**src/rtl/incdec_stage_pkg.sv**
```systemverilog
// Shared bus encodings for the increment/decrement stage: master instruction
// codes, controller state codes and operation select codes.
package incdec_stage_pkg;

  // Master port instruction codes
  localparam logic [1:0] INSTR_IDLE  = 2'b00;
  localparam logic [1:0] INSTR_WRITE = 2'b10;

  // Controller states
  localparam logic [1:0] ST_IDLE  = 2'b00;
  localparam logic [1:0] ST_DELAY = 2'b01;
  localparam logic [1:0] ST_SEND  = 2'b10;

  // Operation select; 2'b11 behaves as pass-through
  localparam logic [1:0] OP_ADD  = 2'b00;
  localparam logic [1:0] OP_SUB  = 2'b01;
  localparam logic [1:0] OP_PASS = 2'b10;

endpackage

```
**src/rtl/bin27.sv**
```systemverilog
// Hex nibble to seven-segment decoder, active-high segments {g,f,e,d,c,b,a}.
module bin27 (
  input  logic [3:0] bin,
  output logic [6:0] seg
);

  // Pure lookup of the sixteen hex glyphs
  always_comb begin
    seg = 7'h00;
    case (bin)
      4'h0: seg = 7'h3F;
      4'h1: seg = 7'h06;
      4'h2: seg = 7'h5B;
      4'h3: seg = 7'h4F;
      4'h4: seg = 7'h66;
      4'h5: seg = 7'h6D;
      4'h6: seg = 7'h7D;
      4'h7: seg = 7'h07;
      4'h8: seg = 7'h7F;
      4'h9: seg = 7'h6F;
      4'hA: seg = 7'h77;
      4'hB: seg = 7'h7C;
      4'hC: seg = 7'h39;
      4'hD: seg = 7'h5E;
      4'hE: seg = 7'h79;
      4'hF: seg = 7'h71;
      default: seg = 7'h00;
    endcase
  end

endmodule

```
**src/rtl/sync_fifo.sv**
```systemverilog
// Small synchronous FIFO. The caller must not push when full without a
// simultaneous pop, nor pop when empty.
module sync_fifo #(
  parameter int unsigned DATA_W = 8,
  parameter int unsigned DEPTH  = 4
) (
  input  logic              clk,
  input  logic              reset,
  input  logic              push,
  input  logic              pop,
  input  logic [DATA_W-1:0] wdata,
  output logic [DATA_W-1:0] rdata,
  output logic              empty,
  output logic              full
);

  localparam int unsigned AW = $clog2(DEPTH);

  logic [DATA_W-1:0] mem [DEPTH];
  logic [AW-1:0]     wr_ptr;
  logic [AW-1:0]     rd_ptr;
  logic [AW:0]       count;

  // Storage array; contents need no reset since count gates visibility
  always_ff @(posedge clk) begin
    if (push) begin
      mem[wr_ptr] <= wdata;
    end
  end

  // Pointers wrap naturally because DEPTH is a power of two
  always_ff @(posedge clk or posedge reset) begin
    if (reset) begin
      wr_ptr <= '0;
      rd_ptr <= '0;
      count  <= '0;
    end else begin
      if (push) wr_ptr <= wr_ptr + AW'(1);
      if (pop)  rd_ptr <= rd_ptr + AW'(1);
      case ({push, pop})
        2'b10:   count <= count + (AW + 1)'(1);
        2'b01:   count <= count - (AW + 1)'(1);
        default: count <= count;
      endcase
    end
  end

  assign rdata = mem[rd_ptr];
  assign empty = (count == '0);
  assign full  = (count == (AW + 1)'(DEPTH));

endmodule

```
**src/rtl/incdec_stage.sv**
```systemverilog
// Bus application stage: queues slave writes, displays the current word,
// applies add/sub/pass after a hold delay and retransmits on the master port.
module incdec_stage
  import incdec_stage_pkg::*;
#(
  parameter int unsigned DATA_W      = 8,
  parameter int unsigned FIFO_DEPTH  = 4,
  parameter int unsigned DELAY_COUNT = 20,
  parameter int unsigned STEP        = 1,
  parameter int unsigned TX_TIMEOUT  = 255
) (
  input  logic                  clk,
  input  logic                  reset,
  input  logic                  mode_switch,
  input  logic [1:0]            op_sel,
  input  logic                  button,
  input  logic [DATA_W-1:0]     sw_array_data,
  input  logic [DATA_W-1:0]     s_data,
  input  logic                  s_write_en_in,
  input  logic                  m_tx_done,
  output logic [DATA_W-1:0]     m_data_out,
  output logic [1:0]            m_instruction,
  output logic [7*DATA_W/4-1:0] display_pins,
  output logic                  fifo_full,
  output logic                  overflow_err,
  output logic                  tx_timeout_err
);

  localparam int unsigned   TW        = (TX_TIMEOUT < 2) ? 1 : $clog2(TX_TIMEOUT + 1);
  localparam logic [15:0]   DelayMax  = 16'(DELAY_COUNT);
  localparam logic [TW-1:0] TxMax     = TW'(TX_TIMEOUT);
  localparam logic [DATA_W-1:0] StepVal = DATA_W'(STEP);

  logic [1:0]        state;
  logic [DATA_W-1:0] cur_data;
  logic [15:0]       delay_cnt;
  logic [TW-1:0]     tx_cnt;
  logic              btn_prev;
  logic              btn_rise;
  logic [DATA_W-1:0] fifo_rdata;
  logic              fifo_empty;
  logic              fifo_push;
  logic              fifo_pop;
  logic [DATA_W-1:0] op_result;

  // Pop only when IDLE has nothing of higher priority (button load) to do
  always_comb begin
    fifo_pop  = (state == ST_IDLE) && mode_switch && !btn_rise && !fifo_empty;
    fifo_push = s_write_en_in && mode_switch && (!fifo_full || fifo_pop);
  end

  // Selected arithmetic, modulo 2^DATA_W by truncation
  always_comb begin
    op_result = cur_data;
    case (op_sel)
      OP_ADD:  op_result = cur_data + StepVal;
      OP_SUB:  op_result = cur_data - StepVal;
      OP_PASS: op_result = cur_data;
      default: op_result = cur_data;
    endcase
  end

  sync_fifo #(
    .DATA_W (DATA_W),
    .DEPTH  (FIFO_DEPTH)
  ) u_fifo (
    .clk   (clk),
    .reset (reset),
    .push  (fifo_push),
    .pop   (fifo_pop),
    .wdata (s_data),
    .rdata (fifo_rdata),
    .empty (fifo_empty),
    .full  (fifo_full)
  );

  // Registered rising-edge detect of the button level
  always_ff @(posedge clk or posedge reset) begin
    if (reset) begin
      btn_prev <= 1'b0;
      btn_rise <= 1'b0;
    end else begin
      btn_prev <= button;
      btn_rise <= button & ~btn_prev;
    end
  end

  // Sticky flag for writes dropped against a full queue
  always_ff @(posedge clk or posedge reset) begin
    if (reset) begin
      overflow_err <= 1'b0;
    end else if (s_write_en_in && mode_switch && fifo_full && !fifo_pop) begin
      overflow_err <= 1'b1;
    end
  end

  // Controller: IDLE -> DELAY -> SEND, or IDLE -> SEND on a button press
  always_ff @(posedge clk or posedge reset) begin
    if (reset) begin
      state          <= ST_IDLE;
      cur_data       <= '0;
      delay_cnt      <= '0;
      tx_cnt         <= '0;
      m_data_out     <= '0;
      m_instruction  <= INSTR_IDLE;
      tx_timeout_err <= 1'b0;
    end else begin
      case (state)
        ST_IDLE: begin
          if (btn_rise && mode_switch) begin
            cur_data      <= sw_array_data;
            m_data_out    <= sw_array_data;
            m_instruction <= INSTR_WRITE;
            tx_cnt        <= '0;
            state         <= ST_SEND;
          end else if (fifo_pop) begin
            cur_data  <= fifo_rdata;
            delay_cnt <= '0;
            state     <= ST_DELAY;
          end
        end
        ST_DELAY: begin
          if (delay_cnt == DelayMax) begin
            cur_data      <= op_result;
            m_data_out    <= op_result;
            m_instruction <= INSTR_WRITE;
            tx_cnt        <= '0;
            state         <= ST_SEND;
          end else begin
            delay_cnt <= delay_cnt + 16'd1;
          end
        end
        ST_SEND: begin
          if (m_tx_done) begin
            m_instruction <= INSTR_IDLE;
            state         <= ST_IDLE;
          end else if (tx_cnt == TxMax) begin
            // Word is abandoned; the next queued word proceeds normally
            m_instruction  <= INSTR_IDLE;
            tx_timeout_err <= 1'b1;
            state          <= ST_IDLE;
          end else begin
            tx_cnt <= tx_cnt + TW'(1);
          end
        end
        default: state <= ST_IDLE;
      endcase
    end
  end

  // One decoder per nibble, digit 0 in the low bits
  for (genvar i = 0; i < DATA_W / 4; i++) begin : g_digit
    bin27 u_bin27 (
      .bin (cur_data[4*i +: 4]),
      .seg (display_pins[7*i +: 7])
    );
  end

endmodule

```
**config.mk**
```make
export PLATFORM = sky130hd
export DESIGN_NAME = incdec_stage
export DESIGN_NICKNAME = d
export VERILOG_FILES = /design/src/rtl/incdec_stage_pkg.sv /design/src/rtl/bin27.sv /design/src/rtl/sync_fifo.sv /design/src/rtl/incdec_stage.sv
export SDC_FILE = /design/constraint.sdc
export NUM_CORES = 1
export LEC_CHECK = 0
export BUFFER_PORTS_ARGS = -buffer_cell sky130_fd_sc_hd__buf_2
export CAP_MARGIN = 5
export CORE_MARGIN = 4
export CORE_UTILIZATION = 62
export CTS_BUF_LIST = sky130_fd_sc_hd__clkbuf_16
export CTS_CLUSTER_SIZE = 14
export DETAILED_ROUTE_END_ITERATION = 6
export PLACE_DENSITY_LB_ADDON = 0.15
export SYNTH_ARGS = -nofsm -noshare
export SYNTH_HDL_FRONTEND = slang
export SYNTH_SLANG_ARGS = --single-unit
export TNS_END_PERCENT = 10
```
**constraint.sdc**
```tcl
create_clock -name clk -period 4.7 [get_ports clk]
set_input_delay 0.235 -clock clk [delete_from_list [all_inputs] [get_ports clk]]
set_output_delay 0.235 -clock clk [all_outputs]
set_load 0.02 [all_outputs]
```
==> impl_metrics.env, run 1 <==
export IMPL_ant_nets=0
export IMPL_synth_edff_count=32
export IMPL_finalPower_w=0.00314
export IMPL_io_pins=51
export IMPL_skew_ns=0.00635
export IMPL_busiest_layer="met2"
export IMPL_ys_warn_count=0
export IMPL_slowest_delay_ns=0.55
export IMPL_yosysTopAreaCell="dfrtp_1"
export IMPL_reg2reg_from="delay_cnt[0]$_DFFE_PP0P_"
export IMPL_min_path_type="primary input to flip-flop"
export IMPL_yosys_top_cells_count="54 x dfrtp_1, 46 x nand2_1, 44 x nor2_1, 35 x a21oi_1, 32 x edfxtp_1"
export IMPL_yosys_top_cells_area="dfrtp_1 28%, edfxtp_1 20%, ha_1 5.7%"
export IMPL_grt_usage_pct=24.7
export IMPL_avgViaCountPerCell=6.02
export IMPL_hold_buffers=0
export IMPL_reg2reg_depth=7
export IMPL_drv_slew=0
export IMPL_hold_viol=0
export IMPL_tightest_slew_ns=1.08
export IMPL_cap_viol_max_count=0
export IMPL_required_ns=4.87
export IMPL_gr_total_overflow=0
export IMPL_cts_max_level=3
export IMPL_rsz0062_at_grt="no"
export IMPL_cts_sinks=86
export IMPL_p_leak_nw=2.31
export IMPL_synth_top_area_share_pct=28.1
export IMPL_nets=550
export IMPL_syn_inst=467
export IMPL_synthToLayoutAreaGrowth_pct=11.9
export IMPL_endpoint="cur_data[5]$_DFFE_PP0P_"
export IMPL_clock_fmax_mhz=364
export IMPL_start_util_pct=65.0
export IMPL_synth_most_common_cell="dfrtp_1"
export IMPL_path_max_fanout=15
export IMPL_antennaDiodeCount=0
export IMPL_drt_total_wl_um=10200
export IMPL_cts_tree="yes"
export IMPL_post_cts_setup_buffers=0
export IMPL_clk_pin_slew_ns=0.07
export IMPL_synthDistinctLibCells=60
export IMPL_synth_main_ff_cell="dfrtp_1"
export IMPL_relSlewSlack_pct=27.9
export IMPL_period_share_pct=58.4
export IMPL_gp_congestion=0.913
export IMPL_grt_pass1_vias=3514
export IMPL_core_area_um2=7410
export IMPL_clockBufferDepth=2
export IMPL_num_rows=31
export IMPL_met1_usage_pct=34.9
export IMPL_antenna_found_initial=0
export IMPL_reg2reg_slack_ns=1.95
export IMPL_ys_seq_elements=86
export IMPL_ir_worst_vdd_mv=0.302
export IMPL_drc=0
export IMPL_hpwl_um=7100
export IMPL_fin_crit_ns=2.75
export IMPL_first_pass_iters=5
export IMPL_min_path_cells=1
export IMPL_drt_iter0_drc=279
export IMPL_ys_seq_area_share_pct=48.0
export IMPL_grtUsageMet3_pct=4.77
export IMPL_die_w_um=96.1
export IMPL_syn_area_um2=4810
export IMPL_end_kind="flip-flop"
export IMPL_r2r_end="cur_data[5]$_DFFE_PP0P_"
export IMPL_grt_first_pass_wirelength_um=17400
export IMPL_synth_nets=514
export IMPL_port_buffers=49
export IMPL_cpMostUsedCell="o21ai_0"
export IMPL_power_density_nw_per_um2=583
export IMPL_crit_chain="inv_1, ha_1, or4b_1, nor4_1, o21ai_1, o21ai_0, o21ai_0"
export IMPL_crit_slowest_cell="nor4_1"
export IMPL_route_vias_total=3657
export IMPL_syn_area_per_cell_um2=10.3
export IMPL_cts_made_buffers=9
export IMPL_nFillCells=544
export IMPL_cts_repair_resized=0
export IMPL_clock_latency_ns=0.34
export IMPL_die_area_um2=9240
export IMPL_wl_per_cell_um=16.8
export IMPL_setup_violations=0
export IMPL_async_reset_ff_share_pct=62.8
export IMPL_fin_hold_ws_ns=0.00596
export IMPL_critPathKind="flip-flop to flip-flop"
export IMPL_cts_root_buf="clkbuf_16"
export IMPL_fp_dieH_um=96.1
export IMPL_arrival_ns=2.92
export IMPL_drive_gt1_share_pct=17.5
export IMPL_fin_setup_tns_ns=0
export IMPL_cp_start_kind="flip-flop"
export IMPL_startpoint="delay_cnt[0]$_DFFE_PP0P_"
export IMPL_grt_max_degree=55
export IMPL_status="finished, final reports clean"
export IMPL_met2_usage_pct=37.7
kinds of logic after synthesis:
logic type | synth area share, %
other | 0.0779
multiplexers | 5.48
flip-flops | 48.0
adder cells (fa/ha/maj) | 6.13
buffers and inverters | 3.85
XOR/XNOR | 5.09
AND/OR/NAND/NOR | 18.5
AO/OA/AOI/OAI | 12.9
how the worst min path moves through the flow:
stage	from	end
6_report	button	btn_prev$_DFF_PP0_
5_1_grt	button	btn_prev$_DFF_PP0_
4_1_cts	button	btn_prev$_DFF_PP0_
3_5_place_dp	button	btn_prev$_DFF_PP0_
3_3_place_gp	button	btn_prev$_DFF_PP0_
2_1_floorplan	button	btn_prev$_DFF_PP0_
registers in the layout, indices dropped and copies added (netlist names), 2 cells and up:
name,cells
delay_cnt,16
tx_cnt,8
u_fifo.wr_ptr,2
m_data_out,8
u_fifo.rd_ptr,2
cur_data,8
u_fifo.mem,32
u_fifo.count,3
state,2
power by group:
group | internal (W) | total, W | switching, W
registers | 0.000942 | 0.00122 | 0.000277
clock network | 0.000378 | 0.000710 | 0.000332
logic | 0.000518 | 0.00121 | 0.000692
through the flow:
step | utilization [%] | setup WS (ns) | cells | instance area (µm²)
floorplan | - | 2.43 | 467 | 4810
global placement | 68.6 | 2.06 | 591 | 5080
detailed placement | 68.6 | 1.99 | 591 | 5080
CTS | 72.7 | 1.96 | 607 | 5390
global route | 72.7 | 1.75 | 607 | 5390
finish | 72.7 | 1.95 | 607 | 5390
placed cells by master (no fill, tap or decap), types with 3 or more instances in the layout:
cell       count
a2bb2oi_1      4
a211oi_1       3
mux4_2         9
inv_8          3
nor4b_1        3
inv_1         18
a32oi_1        3
nand3_1        9
dfrtp_1       54
buf_2         49
or4_1          3
nor3b_1        6
nand2_1       46
a21oi_1       35
nor4_1        10
a31oi_1        3
and2_1         5
nand4_1        7
nor2b_1        7
xnor2_1       21
ha_1          22
o22a_1         4
clkbuf_16      9
o21ai_0       23
or4b_1         3
nor2_1        44
nor3_1         4
edfxtp_1      32
or3_1          3
and3_1        10
mux2i_1        5
xor2_1         7
final cells by class:
type	count	area (µm²)	area share, %
clock inverters	7	76.3	1.42
well taps	99	124	2.30
inverters	19	71.3	1.32
flip-flops and latches	86	2310	42.9
multi-input cells	336	2320	43.0
repair buffers	51	260	4.83
clock buffers	9	225	4.18
worst max-delay path: cells and delay by family (launching register included):
family	cells	cell delay, ns
buffers and inverters	1	0.11
flip-flops	1	0.42
adder cells (fa/ha/maj)	1	0.14
AO/OA/AOI/OAI	3	0.90
AND/OR/NAND/NOR	2	1.00
routing by layer:
metal / vias to the layer above / wire length, µm / part of all wire, %
met3: 19 / 639 / 6.3
met5: - / 0 / 0
li1: 1758 / - / -
met1: 1746 / 4590 / 45
met4: 0 / 229 / 2.2
met2: 134 / 4760 / 47
Note: power is estimated with default switching activity, not from simulation.
==> run 2: changes to the inputs <==
- CORE_UTILIZATION: 62 -> 53
- clock period: 4.7 -> 2.5 ns (I/O delays scaled with it)
==> run 2 against run 1 <==
Core utilization fell by 9.3 points. Cell count grew 4.4%. Sequential share of layout area decreased by 1.3 points. First-iteration DRC count up 0.72%. Sequential cell count unchanged. Worst setup slack worse by 1.9 ns. Critical path type unchanged. Combinational power grew 100%. Global-route usage fell by 3.4 points. Clock power is 87% higher. Clock-buffer cell count did not move. Wire length is 0.71% higher. Via count up 0.14%.
==> impl_metrics.env, run 2 (synthesized netlist as in run 1, its figures left out) <==
export IMPL_io_pins=51
export IMPL_largestRegisters="u_fifo.mem: 32 flops, delay_cnt: 16 flops"
export IMPL_min_path_type="primary input to flip-flop"
export IMPL_cts_tree="yes"
export IMPL_r2r_end="delay_cnt[2]$_DFFE_PP0P_"
export IMPL_startpoint="delay_cnt[0]$_DFFE_PP0P_"
export IMPL_largest_register_ffs=32
export IMPL_nFillCells=723
export IMPL_cap_viol_max_count=0
export IMPL_setup_violations=0
export IMPL_tightest_slew_ns=0.678
export IMPL_fin_setup_tns_ns=0
export IMPL_wl_per_cell_um=16.2
export IMPL_end_kind="flip-flop"
export IMPL_regMostFlops="u_fifo.mem"
export IMPL_die_w_um=103
export IMPL_reg2reg_from="delay_cnt[0]$_DFFE_PP0P_"
export IMPL_drive_gt1_share_pct=19.2
export IMPL_avgViaCountPerCell=5.78
export IMPL_grt_usage_pct=21.2
export IMPL_relSlewSlack_pct=54.3
export IMPL_reg2reg_slack_ns=0.09
export IMPL_cts_root_buf="clkbuf_16"
export IMPL_cts_sinks=86
export IMPL_p_leak_nw=2.39
export IMPL_required_ns=2.78
export IMPL_period_share_pct=96.3
export IMPL_drv_slew=0
export IMPL_core_area_um2=8760
export IMPL_ant_nets=0
export IMPL_antenna_found_initial=0
export IMPL_skew_ns=0.00859
export IMPL_clk_pin_slew_ns=0.07
export IMPL_gp_congestion=0.858
export IMPL_hpwl_um=7340
export IMPL_grt_first_pass_wirelength_um=17600
export IMPL_gr_total_overflow=0
export IMPL_dp_cells=611
export IMPL_hold_viol=0
export IMPL_fin_crit_ns=2.41
export IMPL_antennaDiodeCount=0
export IMPL_layout_common_cells="53 x dfrtp_1, 49 x buf_2, 46 x nand2_1, 44 x nor2_1, 35 x a21oi_1"
export IMPL_port_buffers=49
export IMPL_stdcell_area_um2=5550
export IMPL_layout_commonest_cell="dfrtp_1"
export IMPL_fin_hold_ws_ns=0.00493
export IMPL_cts_max_level=3
export IMPL_fp_dieH_um=103
export IMPL_route_vias_total=3662
export IMPL_clockBufferDepth=2
export IMPL_arrival_ns=2.68
export IMPL_clock_fmax_mhz=415
export IMPL_drt_iter0_drc=281
export IMPL_min_path_cells=1
export IMPL_cts_made_buffers=9
export IMPL_synthToLayoutAreaGrowth_pct=15.4
export IMPL_drc=0
export IMPL_cp_start_kind="flip-flop"
export IMPL_grt_pass1_vias=3577
export IMPL_critPathKind="flip-flop to flip-flop"
export IMPL_m1WireLength_um=4740
export IMPL_final_util_pct=63.4
export IMPL_route_top_layer_used="met4"
export IMPL_path_max_fanout=14
export IMPL_nets=568
export IMPL_wl_met2_um=4920
export IMPL_start_util_pct=54.9
export IMPL_endpoint="delay_cnt[2]$_DFFE_PP0P_"
export IMPL_num_rows=34
export IMPL_route_met3_wl_um=472
export IMPL_grt_max_degree=55
export IMPL_status="finished, final reports clean"
export IMPL_placed_cell_area_um2=5180
export IMPL_final_cells=634
export IMPL_power_density_nw_per_um2=1070
export IMPL_die_area_um2=10700
export IMPL_clock_latency_ns=0.34
export IMPL_first_pass_iters=5
export IMPL_ir_worst_vdd_mv=0.546
export IMPL_rsz0062_at_grt="no"
export IMPL_reg2reg_depth=7
export IMPL_drt_total_wl_um=10300
==> run 2: changes by cell type in the layout (fill, tap and decap cells not counted) <==
cell           delta
buf_6             +1
buf_4            +10
clkinvlp_4        +1
dlygate4sd3_1     +7
dfrtp_1           -1
clkinv_4          -1
dfrtp_2           +1
==> run 2: report_power, final <==
group / internal (W) / switching (W) / leakage [nW]
clock: 0.000708 / 0.000624 / 0.145
sequential: 0.00177 / 0.000431 / 0.974
combinational: 0.00104 / 0.00138 / 1.27
total: 0.00352 / 0.00244 / 2.39
==> run 2: timing repair <==
item	4_1_cts	5_1_grt
hold buffers	7	0
gates resized for setup	0	2
endpoints found under the setup margin	0	2
endpoints found under the hold margin	32	0
buffers inserted	0	0
==> run 2: area by class of cell <==
class	instances	area, µm²	area share, %
flip-flops and latches	86	2310	41.7
well taps	108	135	2.43
multi-input cells	336	2320	41.7
clock buffers	9	225	4.05
clock inverters	7	75.1	1.35
repair buffers	69	417	7.50
inverters	19	71.3	1.28
==> run 2: how the worst min path moves through the flow <==
stage / startpoint / to / slack, ns
2_1_floorplan: button / btn_prev$_DFF_PP0_ / 0.16
3_3_place_gp: button / btn_prev$_DFF_PP0_ / 0.25
3_5_place_dp: button / btn_prev$_DFF_PP0_ / 0.25
4_1_cts: s_data[4] / u_fifo.mem[2][4]$_DFFE_PP_ / 0.003
5_1_grt: s_data[4] / u_fifo.mem[3][4]$_DFFE_PP_ / 0.006
6_report: s_data[4] / u_fifo.mem[2][4]$_DFFE_PP_ / 0.005
==> run 2: worst max-delay path: stages (launching register included) <==
cell and delay [ns]:
dfrtp_1 0.41, inv_1 0.11, ha_1 0.15, or4b_1 0.47
or4_4 0.57, o21a_4 0.28, a31oi_1 0.21, a31o_2 0.14
==> run 2: per-stage QoR <==
step           setup WS [ns]  power (W)
2_1_floorplan          0.233    0.00395
3_3_place_gp           0.205    0.00457
3_5_place_dp           0.128    0.00465
4_1_cts                0.100    0.00600
5_1_grt              0.00617    0.00643
6_report              0.0929    0.00596
==> run 2: per-layer routing <==
metal / track usage [%] / up-vias
li1: - / 1791
met5: 0 / -
met1: 29.8 / 1782
met2: 33.6 / 76
met4: 6.47 / 0
met3: 4.29 / 13
==> run 3: changes to the inputs <==
- SETUP_SLACK_MARGIN: not set -> 0.4
==> run 3 against run 2 <==
First-iteration DRC count is 25% lower. Combinational power is 5% higher. Worst setup slack better by 0.19 ns. Cell area is 3.0% higher. Die area stayed put. Sequential share of layout area is 1.2 points lower. Power is 4.4% higher. Sequential cell count stayed put. Sequential power hardly changed.
==> impl_metrics.env, run 3 (synthesized netlist as in run 1, its figures left out) <==
export IMPL_clockBufferDepth=2
export IMPL_drt_total_wl_um=11000
export IMPL_p_leak_nw=2.48
export IMPL_drt_iter0_drc=212
export IMPL_layout_common_cells="52 x dfrtp_1, 49 x buf_2, 46 x nand2_1, 43 x nor2_1, 35 x a21oi_1"
export IMPL_first_pass_iters=4
export IMPL_switching_share_pct=39.4
export IMPL_nFillCells=690
export IMPL_num_rows=34
export IMPL_setup_slack_ns=0.285
export IMPL_antenna_found_initial=0
export IMPL_io_pins=51
export IMPL_hpwl_um=7610
export IMPL_gr_total_overflow=0
export IMPL_grt_max_degree=25
export IMPL_post_place_ws_ns=0.197
export IMPL_setup_violations=0
export IMPL_core_area_um2=8760
export IMPL_combinationalPowerShare_pct=40.9
export IMPL_die_w_um=103
export IMPL_cp_start_kind="flip-flop"
export IMPL_grt_usage_pct=22.2
export IMPL_route_vias_total=3677
export IMPL_end_kind="flip-flop"
export IMPL_gp_congestion=0.903
export IMPL_path_max_fanout=6
export IMPL_tightest_slew_ns=0.687
export IMPL_cts_sinks=86
export IMPL_drive_gt1_share_pct=22.0
export IMPL_p_int_w=0.00377
export IMPL_clock_fmax_mhz=451
export IMPL_layout_commonest_cell="dfrtp_1"
export IMPL_min_path_type="primary input to flip-flop"
export IMPL_port_buffers=49
export IMPL_arrival_ns=2.49
export IMPL_placed_cell_area_um2=5180
export IMPL_ir_worst_vdd_mv=0.649
export IMPL_largestRegisters="u_fifo.mem: 32 flops, delay_cnt: 16 flops"
export IMPL_fin_crit_ns=2.22
export IMPL_nets=582
export IMPL_grt_pass1_vias=3599
export IMPL_hold_viol=0
export IMPL_regArea_um2=2310
export IMPL_clk_pin_slew_ns=0.06
export IMPL_grt_first_pass_wirelength_um=18300
export IMPL_relSlewSlack_pct=53.7
export IMPL_cts_made_buffers=9
export IMPL_synthToLayoutAreaGrowth_pct=18.8
export IMPL_dp_cells=611
export IMPL_status="finished, final reports clean"
export IMPL_clock_latency_ns=0.34
export IMPL_fin_hold_ws_ns=0.0173
export IMPL_ant_nets=0
export IMPL_regMostFlops="u_fifo.mem"
export IMPL_cts_root_buf="clkbuf_16"
export IMPL_avgViaCountPerCell=5.67
export IMPL_fp_dieH_um=103
export IMPL_power_frac_seq_pct=35.5
export IMPL_stdcell_area_um2=5720
export IMPL_multi_input_area_um2=2330
export IMPL_power_density_nw_per_um2=1090
export IMPL_final_cells=648
export IMPL_rsz0062_at_grt="yes"
export IMPL_drc=0
export IMPL_p_sw_w=0.00245
export IMPL_critPathKind="flip-flop to flip-flop"
export IMPL_antennaDiodeCount=0
export IMPL_cap_viol_max_count=0
export IMPL_drv_slew=0
export IMPL_p_clk_share_pct=23.5
export IMPL_largest_register_ffs=32
export IMPL_required_ns=2.77
export IMPL_period_share_pct=88.6
export IMPL_fin_setup_tns_ns=0
export IMPL_wl_per_cell_um=17.0
export IMPL_die_area_um2=10700
export IMPL_cts_max_level=3
export IMPL_skew_ns=0.00895
export IMPL_cts_tree="yes"
export IMPL_start_util_pct=54.9
-- run 3: cell count changes in the layout (fill, tap and decap cells not counted), moves of 2 or more --
| cell | delta |
|---|---|
| buf_4 | +12 |
| bufinv_16 | +2 |
| clkinv_4 | +2 |
| inv_8 | -3 |
-- run 3: power by group through the flow --
stage	Sequential [W]	Combinational, W	Clock (W)
2_1_floorplan	0.00208	0.00187	0
3_3_place_gp	0.00222	0.00235	0
3_5_place_dp	0.00225	0.00242	0
4_1_cts	0.00222	0.00250	0.00149
5_1_grt	0.00228	0.00284	0.00154
6_report	0.00221	0.00255	0.00146
-- run 3: per-layer routing --
metal / share of wire, % / GRT usage [%] / vias up / wire length [µm]
met5: 0 / 0 / - / 0
met4: 1.9 / 6.47 / 0 / 212
met3: 4.9 / 4.56 / 16 / 540
met2: 50 / 36.5 / 89 / 5460
met1: 44 / 30.0 / 1765 / 4780
li1: - / - / 1807 / -
-- run 3: what timing repair did --
action | 4_1_cts | 5_1_grt
resized for setup | 6 | 1
pin swaps | 1 | 1
endpoints found under the hold margin | 33 | 0
setup buffers | 7 | 6
setup endpoints to repair | 27 | 68
hold buffers | 8 | 0
-- run 3: final timing paths --
kind	from	end	slack [ns]	cells past startpoint
worst max-delay path	delay_cnt[1]$_DFFE_PP0P_	m_data_out[4]$_DFFE_PP0P_	0.28	8
worst min-delay path	s_data[7]	u_fifo.mem[0][7]$_DFFE_PP_	0.02	1
worst max register to register	delay_cnt[1]$_DFFE_PP0P_	m_data_out[4]$_DFFE_PP0P_	0.28	8
worst min register to register	btn_prev$_DFF_PP0_	btn_rise$_DFF_PP0_	0.39	1
max in group asynchronous	reset	cur_data[0]$_DFFE_PP0P_	1.59	4
min in group asynchronous	reset	m_instruction[1]$_DFFE_PP0P_	0.29	3
-- run 3: final cells by class --
cell class / count / share of cell area, %
clock buffer: 9 / 3.94
clock inverter: 7 / 1.82
inverter: 19 / 1.25
multi-input combinational: 336 / 40.8
sequential: 86 / 40.5
tap: 108 / 2.36
timing repair buffer: 83 / 9.38
-- run 3: worst max-delay path, stage by stage, from the launching register on --
cell and delay [ns]:
dfrtp_1 0.39, inv_1 0.08, ha_1 0.14, or4b_4 0.46
or4_4 0.47, o21ai_4 0.22, buf_6 0.16, o31a_1 0.13
a22o_1 0.11
-- run 3: per-stage QoR --
step	total power (W)	util [%]
after floorplan	0.00395	-
after global placement	0.00457	59.1
after detailed placement	0.00466	59.1
after CTS	0.00621	64.7
after global routing	0.00666	65.3
final	0.00622	65.3
